$ cat src/rtl/key_pkg.sv
// key_pkg
// Shared definitions for the key debouncer slice: the 2-bit FSM state
// encoding and the default timing constants (50 MHz clock assumed).
package key_pkg;

    typedef enum logic [1:0] {
        IDLE         = 2'd0,
        PRESS_WAIT   = 2'd1,
        HELD         = 2'd2,
        RELEASE_WAIT = 2'd3
    } key_state_e;

    localparam int unsigned DEBOUNCE_CYCLES_DEF = 50000;     // 1 ms
    localparam int unsigned REPEAT_DELAY_DEF    = 25000000;  // 500 ms
    localparam int unsigned REPEAT_PERIOD_DEF   = 5000000;   // 100 ms

endpackage

$ cat src/rtl/sync_2ff.sv
// sync_2ff
// Two-flop synchronizer for a single asynchronous level.
// Ports:
//   CLK_i  - clock
//   RSTN_i - asynchronous active-low reset; both flops load RST_VAL
//   D_i    - asynchronous input level
//   Q_o    - synchronized level (2 cycles of latency)
module sync_2ff #(
    parameter logic RST_VAL = 1'b0
) (
    input  logic CLK_i,
    input  logic RSTN_i,
    input  logic D_i,
    output logic Q_o
);

    logic meta;
    logic sync;

    always_ff @(posedge CLK_i or negedge RSTN_i) begin
        if (!RSTN_i) begin
            meta <= RST_VAL;
            sync <= RST_VAL;
        end else begin
            meta <= D_i;
            sync <= meta;
        end
    end

    assign Q_o = sync;

endmodule

$ cat src/rtl/key_debouncer.sv
// key_debouncer
// Push-button debouncer with press/release pulses and optional auto-repeat.
// The raw key is synchronized, normalised to 1 = pressed, and a change is
// accepted only after it stays stable for DEBOUNCE_CYCLES synced cycles.
// Define KEY_DEBOUNCER_REPEAT_EN to build the auto-repeat counter; without it
// REPEAT_o is tied low and REPEAT_DELAY/REPEAT_PERIOD have no effect.
// Ports:
//   CLK_i       - clock, rising edge
//   RSTN_i      - asynchronous active-low reset
//   KEY_i       - raw push-button level
//   KEY_STATE_o - debounced level, 1 = pressed
//   PRESS_o     - one-cycle pulse on an accepted press
//   RELEASE_o   - one-cycle pulse on an accepted release
//   REPEAT_o    - one-cycle auto-repeat pulse while held
module key_debouncer
    import key_pkg::*;
#(
    parameter int unsigned DEBOUNCE_CYCLES = DEBOUNCE_CYCLES_DEF,
    parameter int unsigned KEY_ACTIVE_LOW  = 1,
    parameter int unsigned REPEAT_DELAY    = REPEAT_DELAY_DEF,
    parameter int unsigned REPEAT_PERIOD   = REPEAT_PERIOD_DEF
) (
    input  logic CLK_i,
    input  logic RSTN_i,
    input  logic KEY_i,
    output logic KEY_STATE_o,
    output logic PRESS_o,
    output logic RELEASE_o,
    output logic REPEAT_o
);

    localparam int unsigned        CNT_W    = $clog2(DEBOUNCE_CYCLES + 1);
    localparam logic [CNT_W-1:0]   CNT_LAST = CNT_W'(DEBOUNCE_CYCLES - 1);
    // Synchronizer resets to the released raw level so reset never looks
    // like a press.
    localparam logic               SYNC_RST = (KEY_ACTIVE_LOW != 0);

    if (DEBOUNCE_CYCLES < 1 || REPEAT_DELAY < 1 || REPEAT_PERIOD < 1) begin : g_bad_cfg
        $error("key_debouncer: cycle parameters must be >= 1");
    end

    logic             key_sync;
    logic             key_lvl;
    key_state_e       state, state_nxt;
    logic [CNT_W-1:0] cnt, cnt_nxt;
    logic             press_nxt, rel_nxt;
    logic             press_q, rel_q, key_state_q;

    sync_2ff #(.RST_VAL(SYNC_RST)) u_sync (
        .CLK_i  (CLK_i),
        .RSTN_i (RSTN_i),
        .D_i    (KEY_i),
        .Q_o    (key_sync)
    );

    assign key_lvl = (KEY_ACTIVE_LOW != 0) ? ~key_sync : key_sync;

    // Counter defaults to 0, so it only holds a value while a wait state
    // keeps counting; it stops at CNT_LAST because that leaves the state.
    always_comb begin
        state_nxt = state;
        cnt_nxt   = '0;
        press_nxt = 1'b0;
        rel_nxt   = 1'b0;
        unique case (state)
            IDLE: begin
                if (key_lvl) state_nxt = PRESS_WAIT;
            end
            PRESS_WAIT: begin
                if (!key_lvl) begin
                    state_nxt = IDLE;
                end else if (cnt == CNT_LAST) begin
                    state_nxt = HELD;
                    press_nxt = 1'b1;
                end else begin
                    cnt_nxt = cnt + 1'b1;
                end
            end
            HELD: begin
                if (!key_lvl) state_nxt = RELEASE_WAIT;
            end
            RELEASE_WAIT: begin
                if (key_lvl) begin
                    state_nxt = HELD;
                end else if (cnt == CNT_LAST) begin
                    state_nxt = IDLE;
                    rel_nxt   = 1'b1;
                end else begin
                    cnt_nxt = cnt + 1'b1;
                end
            end
            default: state_nxt = IDLE;
        endcase
    end

    // Pulses and the level are registered off the next state so they appear
    // together in the cycle after the accepting transition.
    always_ff @(posedge CLK_i or negedge RSTN_i) begin
        if (!RSTN_i) begin
            state       <= IDLE;
            cnt         <= '0;
            press_q     <= 1'b0;
            rel_q       <= 1'b0;
            key_state_q <= 1'b0;
        end else begin
            state       <= state_nxt;
            cnt         <= cnt_nxt;
            press_q     <= press_nxt;
            rel_q       <= rel_nxt;
            key_state_q <= (state_nxt == HELD) || (state_nxt == RELEASE_WAIT);
        end
    end

    assign KEY_STATE_o = key_state_q;
    assign PRESS_o     = press_q;
    assign RELEASE_o   = rel_q;

`ifdef KEY_DEBOUNCER_REPEAT_EN
    localparam int unsigned REP_MAX = (REPEAT_DELAY > REPEAT_PERIOD) ? REPEAT_DELAY : REPEAT_PERIOD;
    localparam int unsigned REP_W   = $clog2(REP_MAX + 1);

    logic [REP_W-1:0] rep_cnt;
    logic [REP_W-1:0] rep_last;
    logic             rep_armed;   // first delay done, now on the period
    logic             rep_q;

    assign rep_last = rep_armed ? REP_W'(REPEAT_PERIOD - 1) : REP_W'(REPEAT_DELAY - 1);

    // Counts HELD cycles only: frozen in RELEASE_WAIT so a bounce during the
    // hold does not restart the cadence; cleared in IDLE. Repeat can only
    // fire from HELD, so it never coincides with PRESS_o/RELEASE_o.
    always_ff @(posedge CLK_i or negedge RSTN_i) begin
        if (!RSTN_i) begin
            rep_cnt   <= '0;
            rep_armed <= 1'b0;
            rep_q     <= 1'b0;
        end else begin
            rep_q <= 1'b0;
            case (state)
                IDLE: begin
                    rep_cnt   <= '0;
                    rep_armed <= 1'b0;
                end
                HELD: begin
                    if (rep_cnt == rep_last) begin
                        rep_cnt   <= '0;
                        rep_armed <= 1'b1;
                        rep_q     <= 1'b1;
                    end else begin
                        rep_cnt <= rep_cnt + 1'b1;
                    end
                end
                default: ;
            endcase
        end
    end

    assign REPEAT_o = rep_q;
`else
    assign REPEAT_o = 1'b0;
`endif

endmodule

$ cat config.mk
export PLATFORM = sky130hd
export DESIGN_NAME = key_debouncer
export DESIGN_NICKNAME = d
export VERILOG_FILES = /design/src/rtl/key_pkg.sv /design/src/rtl/sync_2ff.sv /design/src/rtl/key_debouncer.sv
export SDC_FILE = /design/constraint.sdc
export NUM_CORES = 1
export LEC_CHECK = 0
export CAP_MARGIN = 20
export CORE_MARGIN = 8
export CORE_UTILIZATION = 50
export CTS_BUF_LIST = sky130_fd_sc_hd__clkbuf_4
export CTS_CLUSTER_DIAMETER = 80
export CTS_CLUSTER_SIZE = 20
export DETAILED_ROUTE_END_ITERATION = 6
export PLACE_DENSITY = 0.69
export SLEW_MARGIN = 30
export SYNTH_ARGS = -nofsm -noshare
export SYNTH_HDL_FRONTEND = slang
export SYNTH_HIERARCHICAL = 1
export SYNTH_SLANG_ARGS = --single-unit
$ cat constraint.sdc
create_clock -name CLK_i -period 5.5 [get_ports CLK_i]
set_clock_uncertainty 0.2 [all_clocks]
set_input_delay 0.825 -clock CLK_i [delete_from_list [all_inputs] [get_ports CLK_i]]
set_output_delay 0.825 -clock CLK_i [all_outputs]
set_load 0.005 [all_outputs]
* Word-level counts from Yosys, hierarchy flattened
Index checks and enable logic that the tools add are counted.
** Storage, ports and cells
- Flip-flop bits (word level) :: 23
- Input port bits :: 3
- Logic and storage cells :: 32
** Operators by class
- Add/sub/neg operators :: 1
- Equal/unequal tests :: 6
- Muxes and demuxes :: 16
- Reduce and logical (&&, ||, !) cells :: 2
** Operators by type and width (count)
- $mux W16 :: 3
- $pmux W16 S2 :: 1
- $add A16 B1 Y16 const B :: 1
- $eq A16 B16 Y1 const B :: 1
- $mux W2 :: 6
- $eq A2 B2 Y1 const B :: 4
- $pmux W2 S4 :: 1
- $mux W1 :: 5
- $eq A2 B1 Y1 const B :: 1
- $logic_not A2 Y1 :: 1
- $logic_or A1 B1 Y1 :: 1

* Depth between registers and ports, before layout
Gate-level depths: netlist of the first run.
- Depth in word-level cells :: 6
- Mapped depth :: 5
- Gate-level depth less buffers :: 5

* By module
The synthesis of the first run kept the hierarchy.
** By module, submodules not included
- key_debouncer :: times used 1, cells an instance 96, area each 1033.5 sq um, sequential area each 525.5 sq um
- sync_2ff :: times used 1, cells an instance 2, area each 52.6 sq um, sequential area each 52.6 sq um

* Worst setup path before layout of the first run
OpenSTA, ideal clock, no wires.
- Path type :: reg-to-reg
- From :: reg cnt[4]
- To :: reg cnt[11]
- Setup time :: 0.119 ns
- Data arrival time :: 1.521 ns
- Slack :: 3.660 ns
- Stages on the path, launching flop included :: 6
- Buffers on the path :: 1
- Period minus slack after synthesis :: 1.840 ns
- Cells stage by stage :: dfrtp_1 > nor4bb_2 > nand4_2 > o311ai_4 > buf_6 > nor2_1
** On the way
- Cells in the longest elaborated chain, start to end :: 4
- Elaborated cells between the ends (all ways) :: 6
- Those cells by class :: 1 x add/sub; 1 x eq/ne; 4 x mux
** RTL lines
- start, declared :: RTL line key_debouncer.sv:45 : logic [CNT_W-1:0] cnt, cnt_nxt;
- start signal, assigned :: RTL line key_debouncer.sv:107 : cnt <= cnt_nxt;
- $add A16 B1 Y16 or $eq A16 B16 Y1 (tied branches)
- $mux W16 (*) :: RTL line key_debouncer.sv:72, key_debouncer.sv:85
- $mux W16, on equally long branches :: RTL line key_debouncer.sv:83, key_debouncer.sv:70
- $pmux W16 S2 (*) :: RTL line key_debouncer.sv:65 : unique case (state)
- named net cnt_nxt[11] :: RTL line key_debouncer.sv:45
Mark *: on every way through the listed nets, which the timed path passes. The rest lies on a longest branch.

* Worst setup path after layout of the first run
- From :: reg cnt[11]
- To :: reg cnt[15]
The elaborated chain is that of the path after synthesis.

==> results.cfg, run 1 <==
[grt]
grtUsageMet2_pct = 14.5
met3_usage_pct = 2.69
grt-busiest-layer = met2
grt_first_pass_wirelength_um = 3170
grtUsageTotal_pct = 9.68
grt_overflow = 0
grt_pass1_vias = 664
antenna_found_initial = 0
grtUsageMet1_pct = 12.8
grt_max_degree = 24

[power]
p_leak_nw = 0.470
power.density_nw_per_um2 = 220
peakVddDrop_v = 0.000144

[setup_path]
crit_path_cell_trace = nor4bb_2 > nand4_2 > o311ai_4 > nor2_1
path_delay_family = simple AND/OR/NAND/NOR gates
critPathSlowestCell = o311ai_4
reg2reg_slack_ns = 3.30
critPathArrivalTime_ns = 2.17
crit_type = flop to flop
cp_max_fo = 15
cpPeakStageDelay_ns = 0.68
start_kind = flop
required_ns = 5.47
critPathBufInv = 0
cp.depth = 4
cp-end-kind = flop
worst-r2r-cell-count = 4

[placement]
placed_area_um2 = 1140
dpl.hpwl_um = 1220
place_congestion = 0.782
place_worst_setup_slack_ns = 3.31
io_buffers = 5

[min_path]
hold_path.class = flop to flop
whs_path_depth = 0

[detailed_routing]
first_iter_violations = 12
drc_errors = 0
via_count = 684
viasPerCell = 5.18
post_drt_wl_per_cell_um = 13.5
drt_pass1_iterations = 4
wl_um = 1780
ant_nets = 0

[layout]
finalNetCount = 109
final_util_pct = 55.0
final_common_cell = dfrtp_1
area_growth_pct = 7.72
diodes = 0
mostFrequentLayoutCells = 21 x dfrtp_1, 19 x nor2_1, 12 x xnor2_1
fillCellCount = 205
drive_gt1_share_pct = 13.5
multi_input_area_um2 = 469
final_area_um2 = 1170
final-seq-area_um2 = 578

[floorplanning]
start_util_pct = 51.1
chipHeight_um = 62.6
dieWidth_um = 62.6
boundaryPins = 7
core-area_um2 = 2130
num_rows = 17
die-area_um2 = 3920

[timing]
fin_crit_sh_pct = 39.9
worst_pin_slew_ns = 0.669
rsz0062_at_grt = no
hold_viol = 0
setup_viol = 0
fin_tns_setup_ns = 0
fmax_ghz = 0.455
timing.final.crit_period_ns = 2.20
fin_ws_ns = 3.30
maxSlewViolCount = 0
maxSlewHeadroom_pct = 55.3

[clock_network]
numCtsBuffers = 3
cts_hold_buf = 0
clockBufferDepth = 2
cts_setup_buffers = 0
ctsResizeCount = 0
cts_sinks = 23
cts_tree = yes
h-tree-depth = 1
clkTransAtPathRegs_ns = 0.12
clk_latency_ns = 0.30
clockRootBuffer = clkbuf_4

[synth]
synth.distinct_cells = 26
syn_area_um2 = 1090
synth_warnings = 6
seq_area_frac_synth_pct = 53.2
syn_inst = 98
synth_nets = 102
synth-seq-cells = 23
syn_area_per_cell_um2 = 11.1

[run_status]
status = complete, no violations

[run]
cap_viol_max_count = 0
[state kept, by name, indices dropped and copies added, names as in the netlist]
name and cells:
cnt 16, state 2, KEY_STATE_o 1, PRESS_o 1
RELEASE_o 1, u_sync/Q_o 1, u_sync/meta 1
[path summary, 6_finish.rpt]
| path | from | end |
|---|---|---|
| setup / recovery | cnt[11]$_DFF_PN0_ | cnt[15]$_DFF_PN0_ |
| hold / removal | u_sync/meta$_DFF_PN1_ | u_sync/Q_o$_DFF_PN1_ |
| setup reg to reg | cnt[11]$_DFF_PN0_ | cnt[15]$_DFF_PN0_ |
| hold reg to reg | u_sync/meta$_DFF_PN1_ | u_sync/Q_o$_DFF_PN1_ |
| max in group asynchronous | RSTN_i | u_sync/meta$_DFF_PN1_ |
| min in group asynchronous | RSTN_i | cnt[1]$_DFF_PN0_ |
[layer usage]
| layer | up-vias | routed length (um) |
|---|---|---|
| met1 | 327 | 933 |
| li1 | 340 | - |
| met2 | 15 | 740 |
| met5 | - | 0 |
| met3 | 2 | 89 |
| met4 | 0 | 12 |
[Yosys cell counts]
cell type / count / area share (%)
buf_6: 1 / 1.0
dfrtp_1: 21 / 48
nor4bb_2: 1 / 1.5
nor4_1: 4 / 2.3
inv_1: 4 / 1.4
conb_1: 1 / 0.35
nor2_1: 19 / 6.6
nand3_1: 5 / 2.3
nor3_1: 4 / 1.8
ha_1: 1 / 1.2
buf_4: 1 / 0.69
nand4_2: 1 / 1.2
and3_2: 1 / 0.69
xor2_1: 3 / 2.4
mux2i_1: 2 / 1.8
and3_1: 1 / 0.58
o311ai_4: 1 / 2.4
clkbuf_2: 1 / 0.46
dfstp_2: 2 / 4.8
nor3b_2: 1 / 1.2
xnor2_1: 12 / 9.7
or4b_4: 1 / 1.3
nor2b_1: 1 / 0.58
nand4_1: 3 / 1.7
nand2_1: 5 / 1.7
nor4_4: 1 / 2.0
[area by class of cell]
type | count | area share, %
clock buffers | 3 | 1.93
clock inverters | 1 | 0.428
inverters | 4 | 1.28
multi-input cells | 68 | 40.1
flip-flops and latches | 23 | 49.4
well taps | 28 | 2.99
repair buffers | 5 | 3.85
[report_power, final]
group / switching (mW) / leakage (nW) / internal (mW)
Clock: 0.0481 / 0.0177 / 0.0270
Sequential: 0.00160 / 0.311 / 0.171
Combinational: 0.00611 / 0.141 / 0.00253
Total: 0.0558 / 0.470 / 0.201
[cells by family after synthesis]
family | after synthesis | synth area share, %
buf+inv | 7 | 3.57
compound gates | 1 | 2.42
fa+ha+maj | 1 | 1.15
xor+xnor | 15 | 12.1
other cells | 1 | 0.345
simple gates | 48 | 25.3
mux | 2 | 1.84
flops | 23 | 53.2
[through the flow]
stage | hold WS [ns] | total power [mW] | cells
3_5_place_dp | 0.147 | 0.185 | 128
4_1_cts | 0.165 | 0.260 | 132
5_1_grt | 0.168 | 0.268 | 132
2_1_floorplan | 0.145 | 0.181 | 98
3_3_place_gp | 0.147 | 0.185 | 128
6_report | 0.164 | 0.257 | 132
Power figures use the tool's default switching activity.
==> run 2: changes to the inputs <==
PLACE_DENSITY = 0.72   (was 0.69)
clock period = 1.96 ns   (was 5.5 ns; I/O delays follow)
==> run 2 against run 1 <==
Core utilization is 4.2 points higher. Combinational power grew to 3.4 times the previous value. Setup slack worse by 3.2 ns. Critical path depth stayed put. Register-to-register slack worse by 3.2 ns. Maximum frequency is 16% higher. Global-route usage hardly changed. Highest routed layer unchanged.
==> results.cfg, run 2 (synthesis results as in run 1) <==
[floorplanning]
dieWidth_um = 62.6
boundaryPins = 7
core-area_um2 = 2130
start_util_pct = 51.1
chipHeight_um = 62.6
num_rows = 17
die-area_um2 = 3920

[clock_network]
cts_hold_buf = 0
clockRootBuffer = clkbuf_4
numCtsBuffers = 3
clk_latency_ns = 0.30
clockBufferDepth = 2
clkTransAtPathRegs_ns = 0.12
cts_tree = yes
h-tree-depth = 1
cts_sinks = 23

[grt]
grtUsageTotal_pct = 9.73
grt_max_degree = 24
grt_overflow = 0
grt_pass1_vias = 693
antenna_found_initial = 0
grt_first_pass_wirelength_um = 3200

[setup_path]
required_ns = 1.99
start_kind = flop
reg2reg_slack_ns = 0.06
worst-r2r-cell-count = 4
critPathArrivalTime_ns = 1.93
path_delay_family = simple AND/OR/NAND/NOR gates
worstReg2RegStart = cnt[5]$_DFF_PN0_
cp_max_fo = 5
critPathBufInv = 1
r2r-end = KEY_STATE_o$_DFF_PN0_
cp-end-kind = flop
crit_type = flop to flop
cpPeakStageDelay_ns = 0.57
critPathSlowestCell = or4b_4
crit_path_cell_trace = or4b_4 > nor4_4 > buf_4 > mux2i_1

[timing]
fin_ws_ns = 0.0613
fmax_ghz = 0.527
hold_viol = 0
timing.final.crit_period_ns = 1.90
fin_tns_setup_ns = 0
setup_viol = 0
fin_crit_sh_pct = 96.9
maxSlewViolCount = 0

[layout]
diodes = 0
mostFrequentLayoutCells = 21 x dfrtp_1, 19 x nor2_1, 12 x xnor2_1
area_growth_pct = 15.9
reg.largest.list = cnt: 16 flops, state: 2 flops
final_common_cell = dfrtp_1
drive_gt1_share_pct = 21.2
final_area_um2 = 1260
regMostFlops = cnt
largest_register_ffs = 16
finalNetCount = 118
fillCellCount = 192

[power]
pwr-share-seq_pct = 67.5
switching_power_mw = 0.151
swShare_pct = 21.0
p_int_mw = 0.568
p_comb_share_pct = 4.0
peakVddDrop_v = 0.000411
p_leak_nw = 0.517
p_clk_share_pct = 28.5
power.density_nw_per_um2 = 572

[detailed_routing]
drc_errors = 0
ant_nets = 0
post_drt_wl_per_cell_um = 13.0
first_iter_violations = 10
viasPerCell = 4.99
wl_um = 1840
via_count = 704
drt_pass1_iterations = 4

[run_status]
status = complete, no violations

[placement]
io_buffers = 5
place_worst_setup_slack_ns = 0.0644
place_congestion = 0.761
dpl.hpwl_um = 1250
placed_area_um2 = 1190

[min_path]
hold_path.class = input port to asynchronous set/reset pin

[run]
cap_viol_max_count = 0
-- run 2: layout make-up --
type	count	area, um2	share of cell area, %
Sequential cell	23	578	45.9
Multi-Input combinational cell	68	482	38.3
Timing Repair Buffer	14	121	9.64
Tap cell	28	35.0	2.78
Clock buffer	3	22.5	1.79
Inverter	4	15.0	1.19
Clock inverter	1	5.00	0.398
-- run 2: worst register-to-register path, cell delays in order (launching register included) --
cell and delay (ns):
dfrtp_1 0.43, or4b_4 0.57, nor4_4 0.28, buf_4 0.18, mux2i_1 0.18
-- run 2: worst max path at each step --
stage,from,endpoint,depth (start not counted)
6_report,cnt[5]$_DFF_PN0_,KEY_STATE_o$_DFF_PN0_,4
5_1_grt,cnt[5]$_DFF_PN0_,KEY_STATE_o$_DFF_PN0_,4
4_1_cts,cnt[4]$_DFF_PN0_,KEY_STATE_o$_DFF_PN0_,4
3_5_place_dp,cnt[9]$_DFF_PN0_,KEY_STATE_o$_DFF_PN0_,4
3_3_place_gp,cnt[5]$_DFF_PN0_,PRESS_o$_DFF_PN0_,3
2_1_floorplan,cnt[4]$_DFF_PN0_,cnt[13]$_DFF_PN0_,5
-- run 2: power by group through the flow --
stage	Combinational, mW	Sequential [mW]	Clock [mW]
4_1_cts	0.0290	0.486	0.215
3_3_place_gp	0.0281	0.495	0
2_1_floorplan	0.0141	0.494	0
3_5_place_dp	0.0290	0.495	0
6_report	0.0290	0.486	0.205
5_1_grt	0.0335	0.487	0.236
-- run 2: repair_timing --
| item | 4_1_cts | 5_1_grt |
|---|---|---|
| buffers inserted | 0 | 3 |
| endpoints found under the setup margin | 0 | 9 |
| resized for setup | 0 | 3 |
-- run 2: per-layer routing --
metal	routed length [um]	GRT usage [%]	share of wire, %
met1	888	13.1	48
met5	0	0	0
met3	40	1.79	2.2
met4	16	4.27	0.87
met2	894	14.7	49
-- run 2: stage by stage --
| step | power, mW | hold slack, ns | utilization, % | instances |
|---|---|---|---|---|
| floorplan | 0.508 | -0.202 | - | 98 |
| global placement | 0.523 | 0.146 | 56.1 | 134 |
| detailed placement | 0.524 | 0.147 | 56.1 | 134 |
| CTS | 0.730 | 0.131 | 57.4 | 138 |
| global route | 0.757 | 0.143 | 59.2 | 141 |
| finish | 0.720 | 0.132 | 59.2 | 141 |
